**config.mk**
```make
export PLATFORM = sky130hd
export DESIGN_NAME = mem_access_stage_flat
export DESIGN_NICKNAME = d
export VERILOG_FILES = /design/src/rtl/mem_access_stage_pkg.sv /design/src/rtl/mem_access_stage_if.sv /design/src/rtl/mem_access_stage_ea_calc.sv /design/src/rtl/mem_access_stage.sv /design/src/flat_wrapper.sv
export SDC_FILE = /design/constraint.sdc
export NUM_CORES = 1
export LEC_CHECK = 0
export ABC_CLOCK_PERIOD_IN_PS = 4600
export CAP_MARGIN = 15
export CORE_MARGIN = 4
export CORE_UTILIZATION = 51
export DETAILED_ROUTE_END_ITERATION = 12
export PLACE_DENSITY = 0.95
export SETUP_SLACK_MARGIN = 0.5
export SLEW_MARGIN = 5
export SYNTH_ARGS = -nofsm -noshare
export SYNTH_HDL_FRONTEND = slang
export SYNTH_SLANG_ARGS = --single-unit
```
**constraint.sdc**
```tcl
create_clock -name clk -period 4.6 [get_ports clk]
set_input_delay 0.69 -clock clk [delete_from_list [all_inputs] [get_ports clk]]
set_output_delay 0.69 -clock clk [all_outputs]
set_load 0.02 [all_outputs]
```
**src/rtl/mem_access_stage_pkg.sv**
```systemverilog
// mem_access_stage_pkg: shared widths, FSM state and op encodings for the load/store stage
package mem_access_stage_pkg;
  localparam int DATA_W = 16;
  localparam int ADDR_W = 6;
  localparam int REG_W = 3;
  localparam int OFF_W = 6;
  typedef enum logic [1:0] {IDLE = 2'd0, ISSUE = 2'd1, CAPTURE = 2'd2, RESP = 2'd3} state_t;
  localparam logic OP_LOAD = 1'b0;
  localparam logic OP_STORE = 1'b1;
endpackage

```
**src/rtl/mem_access_stage_if.sv**
```systemverilog
// mem_access_stage_if: request, data-memory and writeback signals of the load/store stage
interface mem_access_stage_if;
  import mem_access_stage_pkg::*;
  logic in_valid, in_ready, in_op;
  logic [DATA_W-1:0] in_base, in_store_data;
  logic [OFF_W-1:0] in_offset;
  logic [REG_W-1:0] in_rd;
  logic mem_re, mem_we;
  logic [ADDR_W-1:0] mem_raddr, mem_waddr;
  logic [DATA_W-1:0] mem_wdata, mem_rdata;
  logic wb_valid, wb_ready, wb_we, wb_fault;
  logic [REG_W-1:0] wb_rd;
  logic [DATA_W-1:0] wb_data;
  logic [7:0] fault_count;
  modport slave (
    input in_valid, in_op, in_base, in_offset, in_store_data, in_rd, mem_rdata, wb_ready,
    output in_ready, mem_re, mem_raddr, mem_we, mem_waddr, mem_wdata,
    output wb_valid, wb_we, wb_rd, wb_data, wb_fault, fault_count
  );
  modport master (
    output in_valid, in_op, in_base, in_offset, in_store_data, in_rd, mem_rdata, wb_ready,
    input in_ready, mem_re, mem_raddr, mem_we, mem_waddr, mem_wdata,
    input wb_valid, wb_we, wb_rd, wb_data, wb_fault, fault_count
  );
endinterface

```
**src/rtl/mem_access_stage_ea_calc.sv**
```systemverilog
// mem_access_stage_ea_calc: effective address base + sext(offset) and out-of-range flag
module mem_access_stage_ea_calc
  import mem_access_stage_pkg::*;
(
  input  logic [DATA_W-1:0] base,
  input  logic [OFF_W-1:0]  offset,
  output logic [DATA_W-1:0] ea,
  output logic              fault
);
  always_comb begin
    ea = base + {{(DATA_W-OFF_W){offset[OFF_W-1]}}, offset};
    fault = |ea[DATA_W-1:ADDR_W];
  end
endmodule

```
**src/rtl/mem_access_stage.sv**
```systemverilog
// mem_access_stage: load/store FSM driving the data memory and returning writeback responses
module mem_access_stage
  import mem_access_stage_pkg::*;
(
  input logic clk,
  input logic reset,
  mem_access_stage_if.slave bus
);
  state_t state_q, state_d;
  logic op_q, op_d;
  logic in_ready_q, in_ready_d;
  logic mem_re_q, mem_re_d, mem_we_q, mem_we_d;
  logic [ADDR_W-1:0] mem_raddr_q, mem_raddr_d, mem_waddr_q, mem_waddr_d;
  logic [DATA_W-1:0] mem_wdata_q, mem_wdata_d;
  logic wb_valid_q, wb_valid_d, wb_we_q, wb_we_d, wb_fault_q, wb_fault_d;
  logic [REG_W-1:0] wb_rd_q, wb_rd_d;
  logic [DATA_W-1:0] wb_data_q, wb_data_d;
  logic [7:0] fault_count_q, fault_count_d;
  logic [DATA_W-1:0] ea;
  logic fault;
  mem_access_stage_ea_calc u_ea (.base(bus.in_base), .offset(bus.in_offset), .ea(ea), .fault(fault));
  always_comb begin
    state_d = state_q;
    op_d = op_q;
    mem_re_d = 1'b0;
    mem_we_d = 1'b0;
    mem_raddr_d = mem_raddr_q;
    mem_waddr_d = mem_waddr_q;
    mem_wdata_d = mem_wdata_q;
    wb_valid_d = wb_valid_q;
    wb_we_d = wb_we_q;
    wb_fault_d = wb_fault_q;
    wb_rd_d = wb_rd_q;
    wb_data_d = wb_data_q;
    fault_count_d = fault_count_q;
    case (state_q)
      IDLE: if (bus.in_valid && in_ready_q) begin
        op_d = bus.in_op;
        wb_rd_d = bus.in_rd;
        wb_fault_d = fault;
        if (fault) begin
          state_d = RESP;
          wb_valid_d = 1'b1;
          wb_we_d = 1'b0;
          wb_data_d = '0;
          fault_count_d = fault_count_q + {7'd0, ~&fault_count_q};
        end else begin
          state_d = ISSUE;
          mem_we_d = bus.in_op == OP_STORE;
          mem_re_d = bus.in_op == OP_LOAD;
          mem_waddr_d = bus.in_op == OP_STORE ? ea[ADDR_W-1:0] : mem_waddr_q;
          mem_wdata_d = bus.in_op == OP_STORE ? bus.in_store_data : mem_wdata_q;
          mem_raddr_d = bus.in_op == OP_LOAD ? ea[ADDR_W-1:0] : mem_raddr_q;
        end
      end
      ISSUE: begin
        state_d = op_q == OP_STORE ? RESP : CAPTURE;
        wb_valid_d = op_q == OP_STORE;
        wb_we_d = 1'b0;
        wb_data_d = '0;
      end
      CAPTURE: begin
        state_d = RESP;
        wb_valid_d = 1'b1;
        wb_we_d = 1'b1;
        wb_data_d = bus.mem_rdata;
      end
      RESP: if (bus.wb_ready) begin
        state_d = IDLE;
        wb_valid_d = 1'b0;
      end
      default: state_d = IDLE;
    endcase
    in_ready_d = state_d == IDLE;
  end
  always_ff @(posedge clk or negedge reset) begin
    if (!reset) begin
      state_q <= IDLE;
      op_q <= OP_LOAD;
      in_ready_q <= 1'b0;
      mem_re_q <= 1'b0;
      mem_we_q <= 1'b0;
      mem_raddr_q <= '0;
      mem_waddr_q <= '0;
      mem_wdata_q <= '0;
      wb_valid_q <= 1'b0;
      wb_we_q <= 1'b0;
      wb_fault_q <= 1'b0;
      wb_rd_q <= '0;
      wb_data_q <= '0;
      fault_count_q <= '0;
    end else begin
      state_q <= state_d;
      op_q <= op_d;
      in_ready_q <= in_ready_d;
      mem_re_q <= mem_re_d;
      mem_we_q <= mem_we_d;
      mem_raddr_q <= mem_raddr_d;
      mem_waddr_q <= mem_waddr_d;
      mem_wdata_q <= mem_wdata_d;
      wb_valid_q <= wb_valid_d;
      wb_we_q <= wb_we_d;
      wb_fault_q <= wb_fault_d;
      wb_rd_q <= wb_rd_d;
      wb_data_q <= wb_data_d;
      fault_count_q <= fault_count_d;
    end
  end
  assign bus.in_ready = in_ready_q;
  assign bus.mem_re = mem_re_q;
  assign bus.mem_we = mem_we_q;
  assign bus.mem_raddr = mem_raddr_q;
  assign bus.mem_waddr = mem_waddr_q;
  assign bus.mem_wdata = mem_wdata_q;
  assign bus.wb_valid = wb_valid_q;
  assign bus.wb_we = wb_we_q;
  assign bus.wb_fault = wb_fault_q;
  assign bus.wb_rd = wb_rd_q;
  assign bus.wb_data = wb_data_q;
  assign bus.fault_count = fault_count_q;
endmodule

```
**src/flat_wrapper.sv**
```systemverilog
// flat-port wrapper written by rule: the top's interface ports become plain ports
module mem_access_stage_flat import mem_access_stage_pkg::*;
  (clk, reset, bus_in_valid, bus_in_op, bus_in_base, bus_in_offset, bus_in_store_data, bus_in_rd, bus_mem_rdata, bus_wb_ready, bus_in_ready, bus_mem_re, bus_mem_raddr, bus_mem_we, bus_mem_waddr, bus_mem_wdata, bus_wb_valid, bus_wb_we, bus_wb_rd, bus_wb_data, bus_wb_fault, bus_fault_count);
  mem_access_stage_if bus_i ();
  input logic clk;
  input logic reset;
  input wire logic [$bits(bus_i.in_valid)-1:0] bus_in_valid;
  input wire logic [$bits(bus_i.in_op)-1:0] bus_in_op;
  input wire logic [$bits(bus_i.in_base)-1:0] bus_in_base;
  input wire logic [$bits(bus_i.in_offset)-1:0] bus_in_offset;
  input wire logic [$bits(bus_i.in_store_data)-1:0] bus_in_store_data;
  input wire logic [$bits(bus_i.in_rd)-1:0] bus_in_rd;
  input wire logic [$bits(bus_i.mem_rdata)-1:0] bus_mem_rdata;
  input wire logic [$bits(bus_i.wb_ready)-1:0] bus_wb_ready;
  output wire logic [$bits(bus_i.in_ready)-1:0] bus_in_ready;
  output wire logic [$bits(bus_i.mem_re)-1:0] bus_mem_re;
  output wire logic [$bits(bus_i.mem_raddr)-1:0] bus_mem_raddr;
  output wire logic [$bits(bus_i.mem_we)-1:0] bus_mem_we;
  output wire logic [$bits(bus_i.mem_waddr)-1:0] bus_mem_waddr;
  output wire logic [$bits(bus_i.mem_wdata)-1:0] bus_mem_wdata;
  output wire logic [$bits(bus_i.wb_valid)-1:0] bus_wb_valid;
  output wire logic [$bits(bus_i.wb_we)-1:0] bus_wb_we;
  output wire logic [$bits(bus_i.wb_rd)-1:0] bus_wb_rd;
  output wire logic [$bits(bus_i.wb_data)-1:0] bus_wb_data;
  output wire logic [$bits(bus_i.wb_fault)-1:0] bus_wb_fault;
  output wire logic [$bits(bus_i.fault_count)-1:0] bus_fault_count;
  assign bus_i.in_valid = bus_in_valid;
  assign bus_i.in_op = bus_in_op;
  assign bus_i.in_base = bus_in_base;
  assign bus_i.in_offset = bus_in_offset;
  assign bus_i.in_store_data = bus_in_store_data;
  assign bus_i.in_rd = bus_in_rd;
  assign bus_i.mem_rdata = bus_mem_rdata;
  assign bus_i.wb_ready = bus_wb_ready;
  assign bus_in_ready = bus_i.in_ready;
  assign bus_mem_re = bus_i.mem_re;
  assign bus_mem_raddr = bus_i.mem_raddr;
  assign bus_mem_we = bus_i.mem_we;
  assign bus_mem_waddr = bus_i.mem_waddr;
  assign bus_mem_wdata = bus_i.mem_wdata;
  assign bus_wb_valid = bus_i.wb_valid;
  assign bus_wb_we = bus_i.wb_we;
  assign bus_wb_rd = bus_i.wb_rd;
  assign bus_wb_data = bus_i.wb_data;
  assign bus_wb_fault = bus_i.wb_fault;
  assign bus_fault_count = bus_i.fault_count;
  mem_access_stage u_core (.clk(clk), .reset(reset), .bus(bus_i));
endmodule
```
==> results of run 1 <==
==> worst max path at each step <==
stage,to,slack (ns),depth (start not counted)
6_report,u_core.bus.mem_wdata[15]$_DFFE_PN0P_,0.62,11
5_1_grt,u_core.bus.mem_wdata[2]$_DFFE_PN0P_,0.53,11
4_1_cts,u_core.bus.mem_wdata[15]$_DFFE_PN0P_,0.50,11
3_5_place_dp,u_core.bus.mem_waddr[1]$_DFFE_PN0P_,0.09,10
3_3_place_gp,u_core.bus.mem_wdata[15]$_DFFE_PN0P_,0.29,10
2_1_floorplan,u_core.bus.mem_waddr[2]$_DFFE_PN0P_,0.81,10
==> layout by cell type (no fill, tap or decap), drive strengths merged, types with 8 or more instances in the layout <==
master / count
a21o: 12
nand2: 55
nand3: 10
xor2: 8
o21ai: 26
mux2: 47
buf: 10
dfrtp: 64
clkbuf: 10
clkdlybuf4s50: 120
ha: 17
a21oi: 15
nor2: 10
==> power breakdown <==
part	switching, mW	internal, mW	leakage, nW
clock network	0.223	0.306	0.113
registers	0.140	0.669	0.855
logic	0.436	0.422	1.44
total	0.800	1.40	2.40
==> layer usage <==
| layer | part of all wire | global-route usage | wire, um |
|---|---|---|---|
| met1 | 0.37 | 0.269 | 4180 |
| met2 | 0.53 | 0.458 | 6010 |
| met3 | 0.072 | 0.0566 | 809 |
| met4 | 0.026 | 0.0817 | 298 |
| met5 | 0 | 0 | 0 |
==> flip-flops by register name, summed over array words and instances, names as in the netlist <==
register and cells:
u_core.bus.wb_valid 1, u_core.bus.mem_waddr 6, u_core.bus.mem_wdata 16, u_core.op_q 1
u_core.bus.wb_fault 1, u_core.bus.in_ready 1, u_core.bus.fault_count 8, u_core.state_q 2
u_core.bus.wb_we 1, u_core.bus.wb_data 16, u_core.bus.mem_raddr 6, u_core.bus.mem_we 1
u_core.bus.wb_rd 3, u_core.bus.mem_re 1
==> critical path, delay by kind of cell <==
kind | cells | cell delay, ns
AO/OA/AOI/OAI | 5 | 1.57
AND/OR/NAND/NOR | 1 | 0.31
adder cells (fa/ha/maj) | 2 | 0.65
multiplexers | 1 | 0.35
buffers and inverters | 2 | 0.61
==> stage by stage <==
step                      std cells  power [mW]
final                           584        2.20
after global routing            584        2.31
after CTS                       583        2.19
after detailed placement        567        1.65
after global placement          567        1.61
after floorplan                 354        1.28
==> what timing repair did <==
item | 4_1_cts | 5_1_grt
resized for setup | 1 | 2
gates cloned | 0 | 1
setup buffers | 0 | 0
setup endpoints to repair | 22 | 22
pin swaps | 0 | 2
hold endpoints to repair | 0 | 0
==> area by class of cell <==
cell class                      count  share of cell area
Clock buffer                        9              0.0229
Inverter                            4             0.00278
Sequential cell                    64               0.297
Multi-Input combinational cell    269               0.392
Timing Repair Buffer              132               0.244
Tap cell                           99              0.0229
Clock inverter                      7              0.0178
==> cell families (layout without fill, tap and decap cells) <==
kind of cell    Yosys count  after routing  share of synthesized area
compound gates           92             92                      0.179
xor+xnor                 14             14                     0.0320
fa+ha+maj                18             18                     0.0607
buf+inv                  21            152                     0.0304
flops                    64             64                      0.418
mux                      48             48                      0.159
simple gates             97             97                      0.121
==> flow_summary.json, run 1 <==
{
  "status": "finished, final reports clean",
  "clock_path_buffers": 2,
  "cap_violations": 0,
  "postLayoutCoreUtil": 0.741,
  "yosysWarningCount": 0,
  "setup_violations": 0,
  "multi_input_area_um2": 2120,
  "synthArstFlopShare": 1.00,
  "rr_startpoint": "u_core.state_q[0]$_DFF_PN0_",
  "grt_max_degree": 49,
  "pre_cts_ws_ns": 0.0871,
  "endpoint_kind": "flip-flop",
  "netlist.area_leader.share": 0.418,
  "track_usage": 0.245,
  "ys_ff_latch": 64,
  "crit_fanout": 12,
  "dr_total_vias": 3408,
  "die_w_um": 94.7,
  "hold_violations": 0,
  "cp_cell_sequence": "clkdlybuf4s50_1, ha_1, fa_1, a21o_2, a22o_4, a2111oi_1, a31oi_1, a2111o_1, nor4_4, buf_12, mux2_2",
  "r2r-end": "u_core.bus.mem_raddr[0]$_DFFE_PN0P_",
  "setup_ws_ns": 0.617,
  "fin_worst_skew_ns": 0.0123,
  "finalCritPeriodShare": 0.866,
  "numPortBuffers": 122,
  "crit_path_start_kind": "input pin",
  "grt_pass1_wl_um": 16900,
  "io_pins": 123,
  "drt_wl_total_um": 11300,
  "slowest_stage": "a2111o_1",
  "dpl_cell_area_um2": 5150,
  "synth_most_common_cell": "dfrtp_1",
  "layout_min_cycle_time_ns": 3.98,
  "insertion_delay_ns": 0.34,
  "tightest_slew_ns": 0.908,
  "cts_buffers": 9,
  "root_buffer": "clkbuf_8",
  "ys_seq_area_frac": 0.418,
  "clkTransAtPathRegs_ns": 0.07,
  "cellPowerDensity_nw_per_um2": 407,
  "die-area_um2": 8960,
  "yosys-top-cells-count": "64 x dfrtp_1, 55 x nand2_1, 28 x mux2_2",
  "p_leak_nw": 2.40,
  "antenna_found_initial": 0,
  "ff2ff_path_depth": 6,
  "maxSlewViolCount": 0,
  "slowest_delay_ns": 0.48,
  "avgViaCountPerCell": 5.84,
  "reg2reg_slack_ns": 1.88,
  "critPathArrivalTime_ns": 4.20,
  "htree_levels": 3,
  "syn-cell-area_um2": 3830,
  "hpwl_um": 8130,
  "hold_path_class": "in -> async",
  "max_freq_mhz": 251,
  "drive_above_1_share": 0.186,
  "core_um2": 7290,
  "ys_top_cells_by_area": "dfrtp_1 42%, mux2_2 8.2%, mux2_4 7.4%",
  "rsz0062_at_grt": "no",
  "ant_nets": 0,
  "hold_buffers": 0,
  "synthesis.nets": 434,
  "required_ns": 4.82,
  "syn2layout_area_growth_pct": 41.0,
  "diodes": 0,
  "synth_top_area_cell": "dfrtp_1",
  "tns_ns": 0,
  "final_nets": 560,
  "fill_cells": 461,
  "firstDrtPassIters": 5,
  "cts.sinks": 64,
  "start_util": 0.525,
  "dieHeight_um": 94.7,
  "synth_cell_types": 54,
  "post-route-drc-count": 0,
  "place_congestion": 0.902,
  "crit_start": "bus_in_offset[0]",
  "wl_per_cell_um": 19.3,
  "gr-total-overflow": 0,
  "finalInstanceArea_um2": 5400,
  "synth-main-ff-cell": "dfrtp_1",
  "drtIter0Drc": 198,
  "path_class": "in -> reg",
  "seq_area_um2": 1600,
  "synth-edff-count": 0,
  "synthCells": 354,
  "grt_pass1_vias": 3434,
  "num_rows": 31,
  "vdd.ir_drop.worst_uv": 185,
  "holdWs_ns": 0.262,
  "cts_tree": "done",
  "relSlewSlack": 0.395,
  "syn_area_per_cell_um2": 10.8
}
No activity file was read; power rests on OpenSTA's default activity.
==> run 2: changes to the inputs <==
--- a/config.mk
+++ b/config.mk
@@ -6,7 +6,6 @@
 export NUM_CORES = 1
 export LEC_CHECK = 0
 export ABC_CLOCK_PERIOD_IN_PS = 4600
-export CAP_MARGIN = 15
 export CORE_MARGIN = 4
 export CORE_UTILIZATION = 51
 export DETAILED_ROUTE_END_ITERATION = 12
==> results of run 2 <==
No change in the layout: final DEF, timing and power equal those of run 1.
